### src/rtl/leitor_caminho_if.sv
// Bundle shared by the path reader and the blocks around it.
// Purpose: carries the start command (fonte/destino), the established-memory
// read port and the path-emission handshake.
// Modports:
//   slave  - the path reader (leitor_caminho)
//   master - controller, established memory and path consumer
interface leitor_caminho_if #(
  parameter int ADDR_WIDTH = 6,
  parameter int DATA_WIDTH = 8
);
  logic                  construir_caminho_in;
  logic [ADDR_WIDTH-1:0] fonte_in;
  logic [ADDR_WIDTH-1:0] destino_in;
  logic                  ge_read_en_out;
  logic [ADDR_WIDTH-1:0] ge_read_addr_out;
  logic [DATA_WIDTH-1:0] ge_read_data_in;
  logic [ADDR_WIDTH-1:0] caminho_endereco_out;
  logic                  caminho_valido_out;
  logic                  caminho_ultimo_out;
  logic                  lido_in;
  logic                  caminho_pronto_out;
  logic                  erro_out;

  modport slave (
    input  construir_caminho_in, fonte_in, destino_in, ge_read_data_in, lido_in,
    output ge_read_en_out, ge_read_addr_out, caminho_endereco_out,
           caminho_valido_out, caminho_ultimo_out, caminho_pronto_out, erro_out
  );

  modport master (
    output construir_caminho_in, fonte_in, destino_in, ge_read_data_in, lido_in,
    input  ge_read_en_out, ge_read_addr_out, caminho_endereco_out,
           caminho_valido_out, caminho_ultimo_out, caminho_pronto_out, erro_out
  );
endinterface

### src/rtl/leitor_caminho.sv
// Path reader for the established-nodes memory.
// Purpose: on a construir_caminho pulse, walks predecessor links from destino
// back to fonte, emitting one node per valid/lido handshake, then pulses
// pronto or raises a sticky erro (node never established, or loop guard hit).
// Ports:
//   clk    - clock
//   rst_n  - asynchronous active-low reset
//   bus    - leitor_caminho_if.slave: start command, memory read port,
//            path handshake and status outputs
//
// state  | meaning
// OCIOSO | idle, waiting for construir_caminho
// LER    | read enable asserted for node atual
// ESPERA | memory data arrives, capture predecessor and flag
// EMITIR | node atual offered on the path port until lido
// PRONTO | one-cycle path-complete pulse
// ERRO   | broken path or loop, erro held until next start
module leitor_caminho #(
  parameter int ADDR_WIDTH = 6,
  parameter int DATA_WIDTH = 8
) (
  input logic               clk,
  input logic               rst_n,
  leitor_caminho_if.slave   bus
);

  typedef enum logic [2:0] {
    OCIOSO = 3'd0,
    LER    = 3'd1,
    ESPERA = 3'd2,
    EMITIR = 3'd3,
    PRONTO = 3'd4,
    ERRO   = 3'd5
  } estado_t;

  // passos counts accepted nodes; reaching 2**ADDR_WIDTH means a cycle.
  localparam logic [ADDR_WIDTH:0] PASSO_UM   = 1;
  localparam logic [ADDR_WIDTH:0] PASSOS_MAX = {1'b1, {ADDR_WIDTH{1'b0}}};

  estado_t               estado_q;
  logic [ADDR_WIDTH-1:0] atual_q;
  logic [ADDR_WIDTH-1:0] fonte_q;
  logic [ADDR_WIDTH-1:0] anterior_q;
  logic                  flag_q;
  logic [ADDR_WIDTH:0]   passos_q;
  logic                  rd_en_q;
  logic [ADDR_WIDTH-1:0] rd_addr_q;
  logic                  valido_q;
  logic                  ultimo_q;
  logic                  pronto_q;
  logic                  erro_q;
  logic                  aceite;

  // valido_q is only ever high in EMITIR, so it alone qualifies the handshake.
  assign aceite = valido_q & bus.lido_in;

  always_ff @(posedge clk or negedge rst_n) begin
    if (!rst_n) begin
      estado_q   <= OCIOSO;
      atual_q    <= '0;
      fonte_q    <= '0;
      anterior_q <= '0;
      flag_q     <= 1'b0;
      passos_q   <= '0;
      rd_en_q    <= 1'b0;
      rd_addr_q  <= '0;
      valido_q   <= 1'b0;
      ultimo_q   <= 1'b0;
      pronto_q   <= 1'b0;
      erro_q     <= 1'b0;
    end else begin
      rd_en_q  <= 1'b0;
      pronto_q <= 1'b0;
      case (estado_q)
        OCIOSO, ERRO: begin
          if (bus.construir_caminho_in) begin
            fonte_q   <= bus.fonte_in;
            atual_q   <= bus.destino_in;
            passos_q  <= '0;
            erro_q    <= 1'b0;
            rd_en_q   <= 1'b1;
            rd_addr_q <= bus.destino_in;
            estado_q  <= LER;
          end
        end
        LER: begin
          estado_q <= ESPERA;
        end
        ESPERA: begin
          anterior_q <= bus.ge_read_data_in[ADDR_WIDTH-1:0];
          flag_q     <= bus.ge_read_data_in[ADDR_WIDTH];
          valido_q   <= 1'b1;
          ultimo_q   <= (atual_q == fonte_q);
          estado_q   <= EMITIR;
        end
        EMITIR: begin
          if (aceite) begin
            valido_q <= 1'b0;
            ultimo_q <= 1'b0;
            passos_q <= passos_q + PASSO_UM;
            if (atual_q == fonte_q) begin
              pronto_q <= 1'b1;
              estado_q <= PRONTO;
            end else if (!flag_q) begin
              erro_q   <= 1'b1;
              estado_q <= ERRO;
            end else if ((passos_q + PASSO_UM) == PASSOS_MAX) begin
              erro_q   <= 1'b1;
              estado_q <= ERRO;
            end else begin
              atual_q   <= anterior_q;
              rd_en_q   <= 1'b1;
              rd_addr_q <= anterior_q;
              estado_q  <= LER;
            end
          end
        end
        PRONTO: begin
          estado_q <= OCIOSO;
        end
        default: begin
          estado_q <= OCIOSO;
        end
      endcase
    end
  end

  assign bus.ge_read_en_out       = rd_en_q;
  assign bus.ge_read_addr_out     = rd_addr_q;
  assign bus.caminho_endereco_out = atual_q;
  assign bus.caminho_valido_out   = valido_q;
  assign bus.caminho_ultimo_out   = ultimo_q;
  assign bus.caminho_pronto_out   = pronto_q;
  assign bus.erro_out             = erro_q;

  // Memory word bits above the flag carry nothing for this reader.
  generate
    if (DATA_WIDTH > ADDR_WIDTH + 1) begin : g_bits_livres
      logic unused_bits;
      assign unused_bits = ^bus.ge_read_data_in[DATA_WIDTH-1:ADDR_WIDTH+1];
    end
  endgenerate

endmodule

### src/flat_wrapper.sv
// flat-port wrapper written by rule: the top's interface ports become plain ports
module leitor_caminho_flat 
#(
  parameter int ADDR_WIDTH = 6,
  parameter int DATA_WIDTH = 8
)
  (clk, rst_n, bus_construir_caminho_in, bus_fonte_in, bus_destino_in, bus_ge_read_data_in, bus_lido_in, bus_ge_read_en_out, bus_ge_read_addr_out, bus_caminho_endereco_out, bus_caminho_valido_out, bus_caminho_ultimo_out, bus_caminho_pronto_out, bus_erro_out);
  leitor_caminho_if #(.ADDR_WIDTH(ADDR_WIDTH), .DATA_WIDTH(DATA_WIDTH)) bus_i ();
  input logic clk;
  input logic rst_n;
  input wire logic [$bits(bus_i.construir_caminho_in)-1:0] bus_construir_caminho_in;
  input wire logic [$bits(bus_i.fonte_in)-1:0] bus_fonte_in;
  input wire logic [$bits(bus_i.destino_in)-1:0] bus_destino_in;
  input wire logic [$bits(bus_i.ge_read_data_in)-1:0] bus_ge_read_data_in;
  input wire logic [$bits(bus_i.lido_in)-1:0] bus_lido_in;
  output wire logic [$bits(bus_i.ge_read_en_out)-1:0] bus_ge_read_en_out;
  output wire logic [$bits(bus_i.ge_read_addr_out)-1:0] bus_ge_read_addr_out;
  output wire logic [$bits(bus_i.caminho_endereco_out)-1:0] bus_caminho_endereco_out;
  output wire logic [$bits(bus_i.caminho_valido_out)-1:0] bus_caminho_valido_out;
  output wire logic [$bits(bus_i.caminho_ultimo_out)-1:0] bus_caminho_ultimo_out;
  output wire logic [$bits(bus_i.caminho_pronto_out)-1:0] bus_caminho_pronto_out;
  output wire logic [$bits(bus_i.erro_out)-1:0] bus_erro_out;
  assign bus_i.construir_caminho_in = bus_construir_caminho_in;
  assign bus_i.fonte_in = bus_fonte_in;
  assign bus_i.destino_in = bus_destino_in;
  assign bus_i.ge_read_data_in = bus_ge_read_data_in;
  assign bus_i.lido_in = bus_lido_in;
  assign bus_ge_read_en_out = bus_i.ge_read_en_out;
  assign bus_ge_read_addr_out = bus_i.ge_read_addr_out;
  assign bus_caminho_endereco_out = bus_i.caminho_endereco_out;
  assign bus_caminho_valido_out = bus_i.caminho_valido_out;
  assign bus_caminho_ultimo_out = bus_i.caminho_ultimo_out;
  assign bus_caminho_pronto_out = bus_i.caminho_pronto_out;
  assign bus_erro_out = bus_i.erro_out;
  leitor_caminho #(.ADDR_WIDTH(ADDR_WIDTH), .DATA_WIDTH(DATA_WIDTH)) u_core (.clk(clk), .rst_n(rst_n), .bus(bus_i));
endmodule
### config.mk
export PLATFORM = sky130hd
export DESIGN_NAME = leitor_caminho_flat
export DESIGN_NICKNAME = d
export VERILOG_FILES = /design/src/rtl/leitor_caminho_if.sv /design/src/rtl/leitor_caminho.sv /design/src/flat_wrapper.sv
export SDC_FILE = /design/constraint.sdc
export NUM_CORES = 1
export LEC_CHECK = 0
export ABC_AREA = 1
export CORE_MARGIN = 5
export CORE_UTILIZATION = 53
export DETAILED_ROUTE_END_ITERATION = 8
export PLACE_DENSITY = 0.84
export SLEW_MARGIN = 0
export SYNTH_ARGS = -nofsm -noshare
export SYNTH_HDL_FRONTEND = slang
export SYNTH_SLANG_ARGS = --single-unit
### constraint.sdc
create_clock -name clk -period 3.1 [get_ports clk]
set_input_delay 0.465 -clock clk [delete_from_list [all_inputs] [get_ports clk]]
set_output_delay 0.465 -clock clk [all_outputs]
set_load 0.005 [all_outputs]
==> metrics.txt <==
status=complete, no violations; CTS tree=yes; routed length per instance=around 11 µm; clock root buffer=clkbuf_4; Net Count, Synth=about 250; Reg clk slew, reported paths=about 0.10 ns; RSZ-0062 raised after global routing=false; Die ar.=approximately 4600 µm²; Yosys reg bits=34; Initial DRC Count=between 70 and 80; R2R Path End=u_core.fonte_q[5]; Post-Synth Simple-Gate Area=a little over a third; Net count, final=291; Hold Path Sink=u_core.anterior_q[4]; critical path's top delay family=simple AND/OR/NAND/NOR gates; most common cell after layout, fill and taps aside=nand2_1; worst r2r path cells=10; relative slew slack=61.3%; CP peak stage delay=around 0.44 ns; Num CTS Buffers=5; post-synthesis sequential area ratio=a little under half; PD cells=between 1000 and 1500 nW/µm²; placer congestion estimate=approximately 0.8; fin crit share=roughly 62%; hold path startpoint=u_core.anterior_q[4]; ANT cells=0; Final HPWL DP=around 2.7 mm; Gate Count Post-Synth=between 200 and 250; antenna violations before repair=0; Starting Density=54.2%; synthesized area per cell=between 7 and 8 µm²; # resized after CTS=0; Setup TNS Final=0 ns; Final ANT Viol Nets=0; Post-CTS Setup Inserts=0; Required @ worst endpoint=about 3.3 ns; Leak Pwr=about 1.1 nW; fin. max-slew vios=0; FF-to-FF Start=u_core.estado_q[0]; Reg2Reg Setup Slack=between 1 and 1.5 ns; PortBufs=39; Core Box Area=roughly 3300 µm²; Remaining DRCs=0; largest family of logic cells by synthesized area=simple AND/OR/NAND/NOR gates; grt ovf=0; Max Freq=520 MHz; CP Capture Type=flop; GRT Total Usage=17.3%; Compound-Gate Fraction of Synth Area=a little over 6%; I/O pin count=roughly 40; max_cap viols=0; depth of the CTS H-tree=2; Slowest-stage cell, CP=dfrtp_1; vias=~1500; Critical Path Start Type=flop; post-synthesis mux area share=less than 1%; cts hold-fix bufs=0; Critical Path Fanout Max=14; Final WS setup=between 1 and 1.5 ns; dpl cells=roughly 310; Longest Clk Path Bufs=2; synthesized area=between 1500 and 2000 µm²; first-pass GRT wire length=slightly below 6 mm; utilization after layout=between 60% and 70%; final WL=between 3 and 4 mm; Worst Path Buf+Inv=2; Final Setup Violations=0; Tmin final=between 1.5 and 2 ns; Clock Sinks=34; Worst EP arrival=2.16 ns; Yosys top cell area share=47.8%; number of warnings issued by yosys=0; CP Class=reg -> reg; first drt pass iteration count=4; fraction of layout cells with a size suffix above 1=between 10% and 20%; Tightest Hold Check Type=reg -> reg; synth-to-layout area growth=25.5%; Die Span X=~68 µm; CP cell instances=nand2_1, inv_2, nand2_2, nor2_2, nor2_4, nand2_4, nor2_4, nand2_2, inv_2, o21ai_0; number of distinct library cells after synthesis=27; Hold WS=around 0.49 ns; Post-Place Setup Slack=between 0.8 and 0.9 ns; skew final=0.00937 ns; area share of fa/ha/maj cells after synthesis=less than 1%; VDD IR max=between 0.0004 and 0.0005 V; Post-Synth XOR/XNOR Area=less than 1%; post-DR vias/cell=around 4.7; most frequent cells in the layout=nand2_1 (86), clkdlybuf4s50_1 (39), dfrtp_1 (34); Worst Setup SP=u_core.estado_q[0]; non-filler cells in the finished layout=about 310; Rows=21; worst slew pin tran=~0.58 ns; Hold Crit Depth=2; Hold Vio Cnt, Final=0; largest net degree at the start of global routing=35; worst skew pair latency=0.35 ns; die height=around 68 µm; vias in the first global route=about 1400; top cells by area, synth=dfrtp_1 (48%), nand2_1 (18%), nand2_2 (6.0%); Yosys top cell by area=dfrtp_1
[worst max path at each step]
stage / endpoint / cells past startpoint
floorplan: u_core.bus.ge_read_addr_out[0] / 13
global placement: u_core.fonte_q[5] / 10
detailed placement: u_core.fonte_q[5] / 10
CTS: u_core.fonte_q[5] / 11
global route: u_core.fonte_q[5] / 11
finish: u_core.fonte_q[5] / 10
[state kept, by name, summed over array words and instances (netlist names), 3 cells and up]
signal	cells
u_core.anterior_q	6
u_core.bus.ge_read_addr_out	6
u_core.fonte_q	6
u_core.passos_q	7
u_core.estado_q	3
[power breakdown]
group	internal (mW)	switching, mW	total, mW
clock	0.110	0.147	0.257
sequential	0.630	0.146	0.776
combinational	0.537	0.732	1.27
[worst reg2reg max path, stage by stage, from the launching register on]
cell	delay, ns
dfrtp_1	0.44
nand2_1	0.10
inv_2	0.04
nand2_2	0.22
nor2_2	0.09
nor2_4	0.17
nand2_4	0.09
nor2_4	0.15
nand2_2	0.21
inv_2	0.21
o21ai_0	0.10
[per-stage QoR]
stage,power [mW],cell area (µm²)
after floorplan,1.73,1780
after global placement,2.01,2170
after detailed placement,2.06,2170
after CTS,2.32,2230
after global routing,2.52,2230
final,2.30,2230
[cells in the mapped netlist, drive strengths merged]
master,instances
nand2,105
dfrtp,34
inv,25
nor2,18
o21ai,13
nand3,11
buf,8
o22ai,3
nor3,2
a21oi,1
a22o,1
a32o,1
ha,1
mux2,1
nand4,1
or2,1
xor2,1
[logic make-up after synthesis]
group                      Yosys count
AOI/OAI and AO/OA                   19
xor gates and xnor gates             1
adders and majority gates            1
buffers and inverters               33
DFF                                 34
muxes                                1
and+or+nand+nor                    138
[per-layer routing]
layer / track usage, % / wire (µm) / vias to the layer above
met3: 5.75 / 194 / 10
met1: 19.6 / 1550 / 663
met5: 0 / 0 / -
met4: 8.19 / 82 / 0
met2: 29.2 / 1760 / 32
li1: - / - / 774
[cell type report]
cell class              instances  area, µm²
flip-flops and latches         34        851
fillers                       281       1050
clock buffers                   7       55.1
well taps                      46       57.6
clock inverters                 1       5.00
inverters                      25       93.8
repair buffers                 40        398
multi-input cells             160        774
(Power assumes the default switching activity.)
